==> src/rtl/hazard_unit_nstage_if.sv <==
// Bundle between the N-stage pipeline and its hazard controller.
// The pipeline side is the master; the hazard unit is the slave.
interface hazard_unit_nstage_if #(
  parameter int NUM_STAGES = 3,
  parameter int CNT_W      = 32
);
  logic                  i_ram_busy;
  logic                  d_ram_busy;
  logic                  iren;
  logic                  dren;
  logic                  dwen;
  logic                  jump;
  logic                  branch;
  logic                  mispredict;
  logic                  halt;
  logic                  pc_en;
  logic                  npc_sel;
  logic [NUM_STAGES-1:0] stall;
  logic [NUM_STAGES-1:0] flush;
  logic                  halted;
  logic                  mem_timeout;
  logic [CNT_W-1:0]      stall_count;

  modport master (
    output i_ram_busy, d_ram_busy, iren, dren, dwen, jump, branch, mispredict, halt,
    input  pc_en, npc_sel, stall, flush, halted, mem_timeout, stall_count
  );

  modport slave (
    input  i_ram_busy, d_ram_busy, iren, dren, dwen, jump, branch, mispredict, halt,
    output pc_en, npc_sel, stall, flush, halted, mem_timeout, stall_count
  );
endinterface

==> src/rtl/hazard_unit_nstage.sv <==
// Parametrised stall/flush controller for the N-stage pipeline with a data-memory watchdog.
// Optional stall cycle counter enabled by defining STALL_COUNTER_EN.
module hazard_unit_nstage #(
  parameter int NUM_STAGES    = 3,
  parameter int RESOLVE_STAGE = NUM_STAGES - 1,
  parameter int MEM_TIMEOUT   = 1024,
  parameter int CNT_W         = 32
) (
  input logic                 CLK,
  input logic                 nRST,
  hazard_unit_nstage_if.slave bus
);

  typedef enum logic [1:0] {RUN, DWAIT, HALTING, HALTED} state_e;

  localparam int WD_W = $clog2(MEM_TIMEOUT + 1);
  localparam logic [WD_W-1:0] WD_MAX = WD_W'(MEM_TIMEOUT);
  // The resolve stage itself is only flushed when a later stage exists to receive its slot.
  localparam int FLUSH_CNT = (RESOLVE_STAGE < NUM_STAGES - 1) ? RESOLVE_STAGE + 1 : RESOLVE_STAGE;
  localparam logic [NUM_STAGES-1:0] REDIRECT_FLUSH = NUM_STAGES'((64'd1 << FLUSH_CNT) - 64'd1);

  state_e                state_q, state_d;
  logic [WD_W-1:0]       wd_q, wd_d;
  logic                  timeout_q, timeout_d;
  logic                  redirect, dmem, runRules;
  logic                  pcEn, npcSel;
  logic [NUM_STAGES-1:0] stall, flush;

  assign redirect = bus.jump | bus.mispredict | (bus.branch & bus.mispredict);
  assign dmem     = bus.dren | bus.dwen;

  always_ff @(posedge CLK) begin
    if (!nRST) begin
      state_q   <= RUN;
      wd_q      <= '0;
      timeout_q <= 1'b0;
    end else begin
      state_q   <= state_d;
      wd_q      <= wd_d;
      timeout_q <= timeout_d;
    end
  end

  always_comb begin
    state_d   = state_q;
    wd_d      = wd_q;
    timeout_d = timeout_q;
    pcEn      = 1'b0;
    npcSel    = 1'b0;
    stall     = '1;
    flush     = '0;
    runRules  = 1'b0;

    case (state_q)
      RUN: begin
        if (dmem && bus.d_ram_busy) state_d = DWAIT;
        else                        runRules = 1'b1;
      end
      DWAIT: begin
        if (bus.d_ram_busy) begin
          if (wd_q != WD_MAX) wd_d = wd_q + 1'b1;
          if (wd_d == WD_MAX) timeout_d = 1'b1;
        end else begin
          wd_d     = '0;
          runRules = 1'b1;
        end
      end
      HALTING: begin
        if (!(dmem && bus.d_ram_busy)) state_d = HALTED;
      end
      HALTED: begin
        state_d = HALTED;
      end
      default: state_d = RUN;
    endcase

    // Shared by normal RUN cycles and the DWAIT release cycle, so a held redirect is taken on release.
    if (runRules) begin
      state_d = RUN;
      if (bus.halt) begin
        state_d = HALTING;
      end else if (redirect) begin
        pcEn   = 1'b1;
        npcSel = 1'b1;
        stall  = '0;
        flush  = REDIRECT_FLUSH;
      end else if (bus.iren && bus.i_ram_busy) begin
        stall    = '0;
        stall[0] = 1'b1;
        flush[1] = 1'b1;
      end else begin
        pcEn  = 1'b1;
        stall = '0;
      end
    end

    if (!nRST) begin
      pcEn   = 1'b0;
      npcSel = 1'b0;
      stall  = '1;
      flush  = '0;
    end
  end

  assign bus.pc_en       = pcEn;
  assign bus.npc_sel     = npcSel;
  assign bus.stall       = stall;
  assign bus.flush       = flush;
  assign bus.halted      = (state_q == HALTED);
  assign bus.mem_timeout = timeout_q;

`ifdef STALL_COUNTER_EN
  logic [CNT_W-1:0] stallCount_q;

  always_ff @(posedge CLK) begin
    if (!nRST) begin
      stallCount_q <= '0;
    end else if (stall[0] && (state_q != HALTED)) begin
      stallCount_q <= stallCount_q + 1'b1;
    end
  end

  assign bus.stall_count = stallCount_q;
`else
  assign bus.stall_count = {CNT_W{1'b0}};
`endif

endmodule

==> src/flat_wrapper.sv <==
// flat-port wrapper written by rule: the top's interface ports become plain ports
module hazard_unit_nstage_flat 
#(
  parameter int NUM_STAGES    = 3,
  parameter int RESOLVE_STAGE = NUM_STAGES - 1,
  parameter int MEM_TIMEOUT   = 1024,
  parameter int CNT_W         = 32
)
  (CLK, nRST, bus_i_ram_busy, bus_d_ram_busy, bus_iren, bus_dren, bus_dwen, bus_jump, bus_branch, bus_mispredict, bus_halt, bus_pc_en, bus_npc_sel, bus_stall, bus_flush, bus_halted, bus_mem_timeout, bus_stall_count);
  hazard_unit_nstage_if #(.NUM_STAGES(NUM_STAGES), .CNT_W(CNT_W)) bus_i ();
  input logic CLK;
  input logic nRST;
  input wire logic [$bits(bus_i.i_ram_busy)-1:0] bus_i_ram_busy;
  input wire logic [$bits(bus_i.d_ram_busy)-1:0] bus_d_ram_busy;
  input wire logic [$bits(bus_i.iren)-1:0] bus_iren;
  input wire logic [$bits(bus_i.dren)-1:0] bus_dren;
  input wire logic [$bits(bus_i.dwen)-1:0] bus_dwen;
  input wire logic [$bits(bus_i.jump)-1:0] bus_jump;
  input wire logic [$bits(bus_i.branch)-1:0] bus_branch;
  input wire logic [$bits(bus_i.mispredict)-1:0] bus_mispredict;
  input wire logic [$bits(bus_i.halt)-1:0] bus_halt;
  output wire logic [$bits(bus_i.pc_en)-1:0] bus_pc_en;
  output wire logic [$bits(bus_i.npc_sel)-1:0] bus_npc_sel;
  output wire logic [$bits(bus_i.stall)-1:0] bus_stall;
  output wire logic [$bits(bus_i.flush)-1:0] bus_flush;
  output wire logic [$bits(bus_i.halted)-1:0] bus_halted;
  output wire logic [$bits(bus_i.mem_timeout)-1:0] bus_mem_timeout;
  output wire logic [$bits(bus_i.stall_count)-1:0] bus_stall_count;
  assign bus_i.i_ram_busy = bus_i_ram_busy;
  assign bus_i.d_ram_busy = bus_d_ram_busy;
  assign bus_i.iren = bus_iren;
  assign bus_i.dren = bus_dren;
  assign bus_i.dwen = bus_dwen;
  assign bus_i.jump = bus_jump;
  assign bus_i.branch = bus_branch;
  assign bus_i.mispredict = bus_mispredict;
  assign bus_i.halt = bus_halt;
  assign bus_pc_en = bus_i.pc_en;
  assign bus_npc_sel = bus_i.npc_sel;
  assign bus_stall = bus_i.stall;
  assign bus_flush = bus_i.flush;
  assign bus_halted = bus_i.halted;
  assign bus_mem_timeout = bus_i.mem_timeout;
  assign bus_stall_count = bus_i.stall_count;
  hazard_unit_nstage #(.NUM_STAGES(NUM_STAGES), .RESOLVE_STAGE(RESOLVE_STAGE), .MEM_TIMEOUT(MEM_TIMEOUT), .CNT_W(CNT_W)) u_core (.CLK(CLK), .nRST(nRST), .bus(bus_i));
endmodule
==> config.mk <==
export PLATFORM = sky130hd
export DESIGN_NAME = hazard_unit_nstage_flat
export DESIGN_NICKNAME = d
export VERILOG_FILES = /design/src/rtl/hazard_unit_nstage_if.sv /design/src/rtl/hazard_unit_nstage.sv /design/src/flat_wrapper.sv
export SDC_FILE = /design/constraint.sdc
export NUM_CORES = 1
export LEC_CHECK = 0
export BUFFER_PORTS_ARGS = -buffer_cell sky130_fd_sc_hd__buf_4
export CAP_MARGIN = 25
export CORE_MARGIN = 2
export CORE_UTILIZATION = 47
export CTS_CLUSTER_SIZE = 14
export DETAILED_ROUTE_END_ITERATION = 12
export PLACE_DENSITY = 0.79
export REMOVE_ABC_BUFFERS = 1
export SLEW_MARGIN = 20
export SYNTH_ARGS = -nofsm -noshare
export SYNTH_HDL_FRONTEND = slang
export SYNTH_SLANG_ARGS = --single-unit
==> constraint.sdc <==
create_clock -name CLK -period 2.28 [get_ports CLK]
set_input_delay 0.456 -clock CLK [delete_from_list [all_inputs] [get_ports CLK]]
set_output_delay 0.456 -clock CLK [all_outputs]
set_load 0.1 [all_outputs]
# Yosys cells after proc, flatten, opt, wreduce, memory -nomap -nowiden
# Cells that the tools add are included.
[classes]
bitwise = 4
n_reduce_logical = 6
n_eq_ne = 7
n_mux = 31
n_addsub = 1
[ops]
columns = ["cell", "count"]
rows = [
  ["2-to-1 mux 11 bit", 4],
  ["2-to-1 mux 3 bit", 6],
  ["2-to-1 mux 1 bit", 14],
  ["adder 11 x 1 -> 11 bit, second input constant", 1],
  ["== test 11 bit, second input constant", 1],
  ["!= test 11 bit, second input constant", 1],
  ["2-to-1 mux 2 bit", 5],
  ["case mux 2 bit (3 select lines)", 1],
  ["AND reduction 3 bit", 2],
  ["== test 2 bit, second input constant", 2],
  ["nonzero test 4 bit", 1],
  ["!= test 3 x 1 -> 1 bit, second input constant", 1],
  ["!= test 3 x 2 -> 1 bit, second input constant", 1],
  ["bitwise OR 1 bit", 3],
  ["== test 2 x 1 -> 1 bit, second input constant", 1],
  ["logical AND 1 bit", 2],
  ["logical NOT 2 bit", 1],
  ["case mux 1 bit (2 select lines)", 1],
  ["bitwise AND 1 bit", 1],
]
[totals]
input_bits = 11
output_inout_bits = 42
wordCells = 52
reg_bits = 14

# Depth between registers and ports, before layout
# Gate-level depths: netlist of run 1.
[depth]
word_depth = 6
mapped_depth = 7
ltp_nobuf = 7

# Worst setup path before layout of run 1
# OpenSTA, ideal clock, no wires.
[synth_timing]
path_type = "in2out"
startpoint = "input bus_d_ram_busy"
endpoint = "output bus_stall[0]"
stages = 5
setup_slack_ns = -2.828
t_arrival_ns = 4.652
n_path_buf = 1
cell_sequence = "clkbuf_1 -> o31ai_1 -> nand3_1 -> a31oi_1 -> inv_1"
[synth_between]
elab_chain_len = 5
elab_cells_between_ends = 6
[synth_lines]
columns = ["element", "line", "source"]
rows = [
  ["from (decl)", "flat_wrapper.sv:14", "input wire logic [$bits(bus_i.d_ram_busy)-1:0] bus_d_ram_busy;"],
  ["logical AND 1 bit", "hazard_unit_nstage.sv:56", "if (dmem && bus.d_ram_busy) state_d = DWAIT;"],
  ["2-to-1 mux 1 bit", "hazard_unit_nstage.sv:56", ""],
  ["case mux 1 bit (2 select lines) *", "hazard_unit_nstage.sv:54", "case (state_q)"],
  ["2-to-1 mux 3 bit *", "hazard_unit_nstage.sv:78", "if (runRules) begin"],
  ["2-to-1 mux 3 bit *", "hazard_unit_nstage.sv:97", "if (!nRST) begin"],
  ["to (decl)", "flat_wrapper.sv:24", "output wire logic [$bits(bus_i.stall)-1:0] bus_stall;"],
]
# Every way passes the cells marked *; elsewhere a longest branch is shown, timed or not.

# Worst setup path in the final report of run 1
[layout_timing]
startpoint = "register u_core.state_q[0]"
endpoint = "output bus_stall[0]"
[layout_between]
elab_chain_len = 4
elab_cells_between_ends = 5
[layout_lines]
columns = ["element", "line", "source"]
rows = [
  ["from (decl)", "hazard_unit_nstage.sv:22", "state_e state_q, state_d;"],
  ["from (signal assigned)", "hazard_unit_nstage.sv:38", "state_q <= state_d;"],
  ["== test 2 x 1 -> 1 bit / logical NOT 2 bit (equally long branches)", "hazard_unit_nstage.sv:54", ""],
  ["case mux 1 bit (2 select lines) *", "hazard_unit_nstage.sv:54", ""],
  ["2-to-1 mux 3 bit *", "hazard_unit_nstage.sv:78", ""],
  ["2-to-1 mux 3 bit *", "hazard_unit_nstage.sv:97", ""],
]
# Marks and branches as above.

==> results of run 1 <==
[final timing paths]
kind / start / endpoint / slack, ns
worst min register to register: u_core.bus.mem_timeout / u_core.bus.mem_timeout / 0.49
worst min-delay path: bus_halt / u_core.state_q[1] / 0.45
worst max-delay path: u_core.state_q[0] / bus_stall[0] / 0.15
worst max register to register: u_core.wd_q[0] / u_core.bus.mem_timeout / 0.41
[stage by stage]
step	instances	instance area (um2)
global placement	203	1220
global route	207	1260
finish	207	1260
floorplan	155	1040
detailed placement	203	1220
CTS	207	1250
[state kept, by name (all words and copies together), names as in the netlist]
signal,count
u_core.state_q,2
u_core.wd_q,11
u_core.bus.mem_timeout,1
[cell usage after synthesis]
master	count	area share, %
a22oi_1	1	0.62
nand2_1	12	3.7
o2111a_1	1	0.93
or2_2	1	0.51
o211ai_1	1	0.62
nand3_1	7	2.9
inv_1	5	1.5
xnor2_1	3	2.2
nor2b_1	6	3.1
and2b_1	1	0.62
nand3_2	1	0.82
o21ai_0	4	1.6
nand4_2	1	1.0
dfxtp_1	14	23
a21oi_1	11	4.5
o21ai_1	3	1.2
nand3b_1	1	0.62
a32o_1	1	0.82
and4_1	1	0.72
or3_4	1	0.93
and2_1	3	1.5
nand4b_1	1	0.72
buf_2	3	1.2
ha_1	2	2.1
clkinv_1	1	0.31
nor4bb_1	1	0.82
nor3_1	8	3.3
o21a_1	5	3.1
o22ai_1	1	0.51
conb_1	1	0.31
a21boi_0	1	0.62
mux2i_1	1	0.82
a21boi_1	1	0.62
buf_4	36	22
nand2b_1	3	1.5
o31ai_1	2	1.2
clkbuf_1	2	0.62
or3_1	1	0.51
a31o_1	1	0.72
nor2_1	10	3.1
and3_1	2	1.0
nor4_1	1	0.51
a31oi_1	1	0.51
[layout make-up]
class                   count  area share (%)
clock buffers               4            2.88
flip-flops and latches     14            22.2
multi-input cells         135            59.1
inverters                   6            1.79
repair buffers             18            11.0
well taps                  30            2.98
[power by group through the flow]
stage | Clock, mW | Sequential, mW | Combinational, mW
floorplan | 0 | 0.258 | 0.314
global placement | 0 | 0.260 | 0.350
detailed placement | 0 | 0.260 | 0.351
CTS | 0.186 | 0.254 | 0.351
global route | 0.196 | 0.256 | 0.369
finish | 0.182 | 0.255 | 0.354
[per-layer routing]
layer / share of wire [%] / vias up / wire length, um / track usage [%]
li1: - / 523 / - / -
met1: 45 / 473 / 1020 / 22.4
met2: 46 / 54 / 1040 / 30.0
met3: 8.0 / 2 / 179 / 4.37
met4: 0.53 / 0 / 12 / 3.75
met5: 0 / - / 0 / 0
[logic make-up (layout without fill, tap and decap cells)]
kind of cell | Yosys count | count (layout)
xor+xnor | 3 | 3
fa+ha+maj | 2 | 2
simple gates | 62 | 62
flops | 14 | 14
mux | 1 | 1
other cells | 1 | 33
buf+inv | 47 | 28
compound gates | 34 | 34
[worst max-delay path: cells and delay by family (launching register included)]
family                 cells  cell delay, ns
and+or+nand+nor            1            0.19
DFF                        1            0.36
buffers and inverters      2            0.29
AOI/OAI and AO/OA          2            0.54
[repair_timing]
item	in CTS	in global routing
resized for setup	0	2
endpoints found under the setup margin	0	2
setup buffers	0	0
==> impl_metrics.yaml, run 1 <==
outcome:
  status: "finished clean"
sta:
  min_period_over_period_pct: 93.3
  fmax_mhz: 470
  worst_slack_ns: 0.153
  setup_tns_ns: 0
  drv_slew: 0
  holdWs_ns: 0.451
  setup_viol: 0
  period_minus_slack_ns: 2.13
  finalHoldViolCount: 0
  finClkSkew_ns: 0.00310
  grt_setup_unrepaired: "false"
yosys:
  synth_top_family_by_area: "simple AND/OR/NAND/NOR gates"
  synth_xor_area_share_pct: 2.16
  yosysUniqueCellTypes: 43
  yosys.area_share.adder_pct: 2.06
  synth_cells: 164
  ys_seq_area_share_pct: 23.0
  synthSimpleGateAreaFrac_pct: 28.0
  ys_ff_latch: 14
  avgSynthCellArea_um2: 7.42
  synth_mux_area_share_pct: 0.823
  synth_compound_area_share_pct: 17.7
  synth_area_um2: 1220
  yosysWarnings: 0
clocking:
  cts_made_buffers: 3
  clk_latency_ns: 0.28
  clk_path_buf_depth: 2
  clk_transition_reported_paths_ns: 0.09
  htree_levels: 1
  cts_tree: "yes"
  cts_sinks: 14
  postCtsHoldBufs: 0
  cts.root.buffer_cell: "clkbuf_4"
cells_and_area:
  final_common_cell: "conb_1"
  layout-drive-gt1-share_pct: 15.3
  fillers: 253
  area_growth_pct: 3.70
  antennaDiodeCount: 0
  num-nets-final: 191
  multi_input_area_um2: 746
  ff_latch_area_um2: 280
  final_cell_mix: "conb_1 (33), buf_4 (17), dfxtp_1 (14)"
  final_util_pct: 51.4
worst_setup_path:
  critPathCaptureType: "output pin"
  slowest_stage: "dfxtp_1"
  start_kind: "register"
  arrival_ns: 1.67
  required_ns: 1.82
  crit_chain: "o31ai_2 > nand3_1 > a31oi_1 > inv_1 > buf_4"
  rr_worst_depth: 6
  critPathMaxStageDelay_ns: 0.36
  timing_worst_setup_path_type: "register to output pin"
  cp_max_fo: 5
detailed_routing:
  drc: 0
  ant_nets: 0
  wl_mm: 2.25
  vias_per_cell: 5.08
  initialDrtViolationCount: 24
  dr_total_vias: 1052
  wl_per_cell_um: 10.8
  firstDrtPassIters: 4
power:
  pwr-share-comb_pct: 44.8
  finalPower_mw: 0.791
  peakVddDrop_v: 0.000504
  power.internal_mw: 0.381
  p_per_area_nw_per_um2: 627
  swShare_pct: 51.9
  seq_power_share_pct: 32.2
  pwr-share-clk_pct: 23.0
  power_leakage_nw: 0.543
  p_switching_mw: 0.411
grt:
  grt-ovfl-total: 0
  grt_pass1_vias: 892
  grt_pass1_wl_mm: 3.82
  grt_max_degree: 17
  track_usage_pct: 17.7
  antenna_found_initial: 0
hold_path:
  hold_depth: 3
  hold_path_class: "input pin to register"
floorplan:
  io_pins: 53
  core_area_um2: 2450
  die_y_um: 54.9
  rows: 18
  dieWidth_um: 54.9
  initial_core_util_pct: 49.5
  die_area_um2: 3010
placement:
  dp_hpwl_mm: 1.68
  gp_congestion: 0.895
  place_ws_ns: 0.204
  io_buffers: 18
job:
  maxCapViolCount: 0
(Power assumes the default switching activity.)
==> run 2, diff against run 1 <==
--- a/config.mk
+++ b/config.mk
@@ -8,5 +8,4 @@
 export BUFFER_PORTS_ARGS = -buffer_cell sky130_fd_sc_hd__buf_4
 export CAP_MARGIN = 25
-export CORE_MARGIN = 2
 export CORE_UTILIZATION = 47
 export CTS_CLUSTER_SIZE = 14
==> constraint.sdc (replaced) <==
create_clock -name CLK -period 2.28 [get_ports CLK]
set_input_delay 0.342 -clock CLK [delete_from_list [all_inputs] [get_ports CLK]]
set_output_delay 0.342 -clock CLK [all_outputs]
set_load 0.1 [all_outputs]
==> run 2 against run 1 <==
  * Sequential share of layout area is 0.16 points higher
  * Clock-buffer cell count is the same
  * Largest cell class unchanged
  * Critical endpoint is now bus_pc_en
  * Via count fell by 2.5%
==> impl_metrics.yaml, run 2 (synthesis results as in run 1) <==
outcome:
  status: "finished clean"
floorplan:
  rows: 18
  dieWidth_um: 52.9
  die_area_um2: 2800
  die_y_um: 52.9
  initial_core_util_pct: 49.5
  core_area_um2: 2450
  io_pins: 53
clocking:
  cts_tree: "yes"
  cts_made_buffers: 3
  clk_path_buf_depth: 2
  cts.root.buffer_cell: "clkbuf_4"
  cts_setup_buffers: 0
  clk_latency_ns: 0.28
  htree_levels: 1
  postCtsHoldBufs: 0
  cts_sinks: 14
  clk_transition_reported_paths_ns: 0.09
  ctsResizeCount: 0
cells_and_area:
  area_growth_pct: 2.98
  num-nets-final: 191
  ff_latch_area_um2: 280
  final_cells: 207
  final_cell_mix: "conb_1 (33), buf_4 (18), dfxtp_1 (14)"
  multi_input_area_um2: 741
  largest_reg_flops: 11
  final_common_cell: "conb_1"
  largest-register: "u_core.wd_q"
  antennaDiodeCount: 0
  layout-drive-gt1-share_pct: 14.7
  fillers: 262
worst_setup_path:
  reg2reg_slack_ns: 0.39
  crit_chain: "o31ai_1 > nand3_1 > a31oi_1 > buf_4"
  crit_end: "bus_pc_en"
  timing.rr.end: "u_core.bus.mem_timeout"
  cp_max_fo: 5
  crit_family: "compound AO/OA/AOI/OAI gates"
  r2r-start: "u_core.wd_q[0]"
  rr_worst_depth: 6
  critPathCaptureType: "output pin"
  critPathMaxStageDelay_ns: 0.35
  timing_worst_setup_path_type: "register to output pin"
  arrival_ns: 1.71
  worst-path-stages: 4
  slowest_stage: "dfxtp_1"
  crit_start: "u_core.state_q[0]"
  crit_buf_inv: 1
  required_ns: 1.94
  start_kind: "register"
sta:
  grt_setup_unrepaired: "false"
  finClkSkew_ns: 0.00153
  finalHoldViolCount: 0
  setup_viol: 0
  drv_slew: 0
  fmax_mhz: 487
  setup_tns_ns: 0
  period_minus_slack_ns: 2.05
  min_period_over_period_pct: 90.0
placement:
  dp_cells: 203
  io_buffers: 18
  gp_congestion: 0.834
  dp_hpwl_mm: 1.56
job:
  maxCapViolCount: 0
grt:
  grt_pass1_vias: 789
  grt_pass1_wl_mm: 3.39
  antenna_found_initial: 0
  track_usage_pct: 16.5
  grt-ovfl-total: 0
  grt_max_degree: 17
detailed_routing:
  ant_nets: 0
  initialDrtViolationCount: 11
  firstDrtPassIters: 4
  drc: 0
  wl_per_cell_um: 10.2
  wl_mm: 2.12
  vias_per_cell: 4.96
  dr_total_vias: 1026
power:
  p_per_area_nw_per_um2: 628
  finalPower_mw: 0.787
  power_leakage_nw: 0.541
  peakVddDrop_v: 0.000506
hold_path:
  hold_path_class: "input pin to register"
run 2: cell counts in the layout (fill, tap and decap cells not counted):
No cell type changed its count.
run 2: where the power goes:
| group | internal [mW] | switching (mW) |
|---|---|---|
| clock network | 0.0972 | 0.0847 |
| registers | 0.248 | 0.00583 |
| logic | 0.0341 | 0.317 |
run 2: layer usage:
layer | wire length, um | vias up | global-route usage, %
met3 | 130 | 4 | 1.72
met4 | 34 | 0 | 8.77
met1 | 1020 | 451 | 22.6
met2 | 931 | 49 | 25.1
met5 | 0 | - | 0
li1 | - | 522 | -
run 2: worst min path at each step:
stage | depth (start not counted) | from | slack (ns) | end
finish | 3 | bus_halt | 0.31 | u_core.state_q[1]
global route | 3 | bus_halt | 0.32 | u_core.state_q[1]
CTS | 3 | bus_halt | 0.31 | u_core.state_q[1]
detailed placement | 1 | u_core.bus.mem_timeout | 0.46 | u_core.bus.mem_timeout
global placement | 1 | u_core.bus.mem_timeout | 0.47 | u_core.bus.mem_timeout
floorplan | 1 | nRST | 0.46 | u_core.wd_q[10]
run 2: cell type report:
class,count,share of cell area [%]
multi-input combinational,135,59.1
sequential,14,22.4
timing repair buffer,18,10.8
tap,30,3.00
clock buffer,4,2.90
inverter,6,1.80
run 2: through the flow:
step | utilization [%] | setup WS, ns | hold slack (ns) | cell area (um2)
after floorplan | - | -3.63 | 0.459 | 1040
after global placement | 49.5 | 0.405 | 0.467 | 1220
after detailed placement | 49.5 | 0.428 | 0.464 | 1220
after CTS | 51.0 | 0.211 | 0.311 | 1250
after global routing | 51.0 | 0.105 | 0.320 | 1250
final | 51.0 | 0.228 | 0.314 | 1250
run 2: tightest hold or removal path, stage by stage:
cell and delay, ns:
buf_4 0.08, a21oi_1 0.05, nor2b_1 0.09
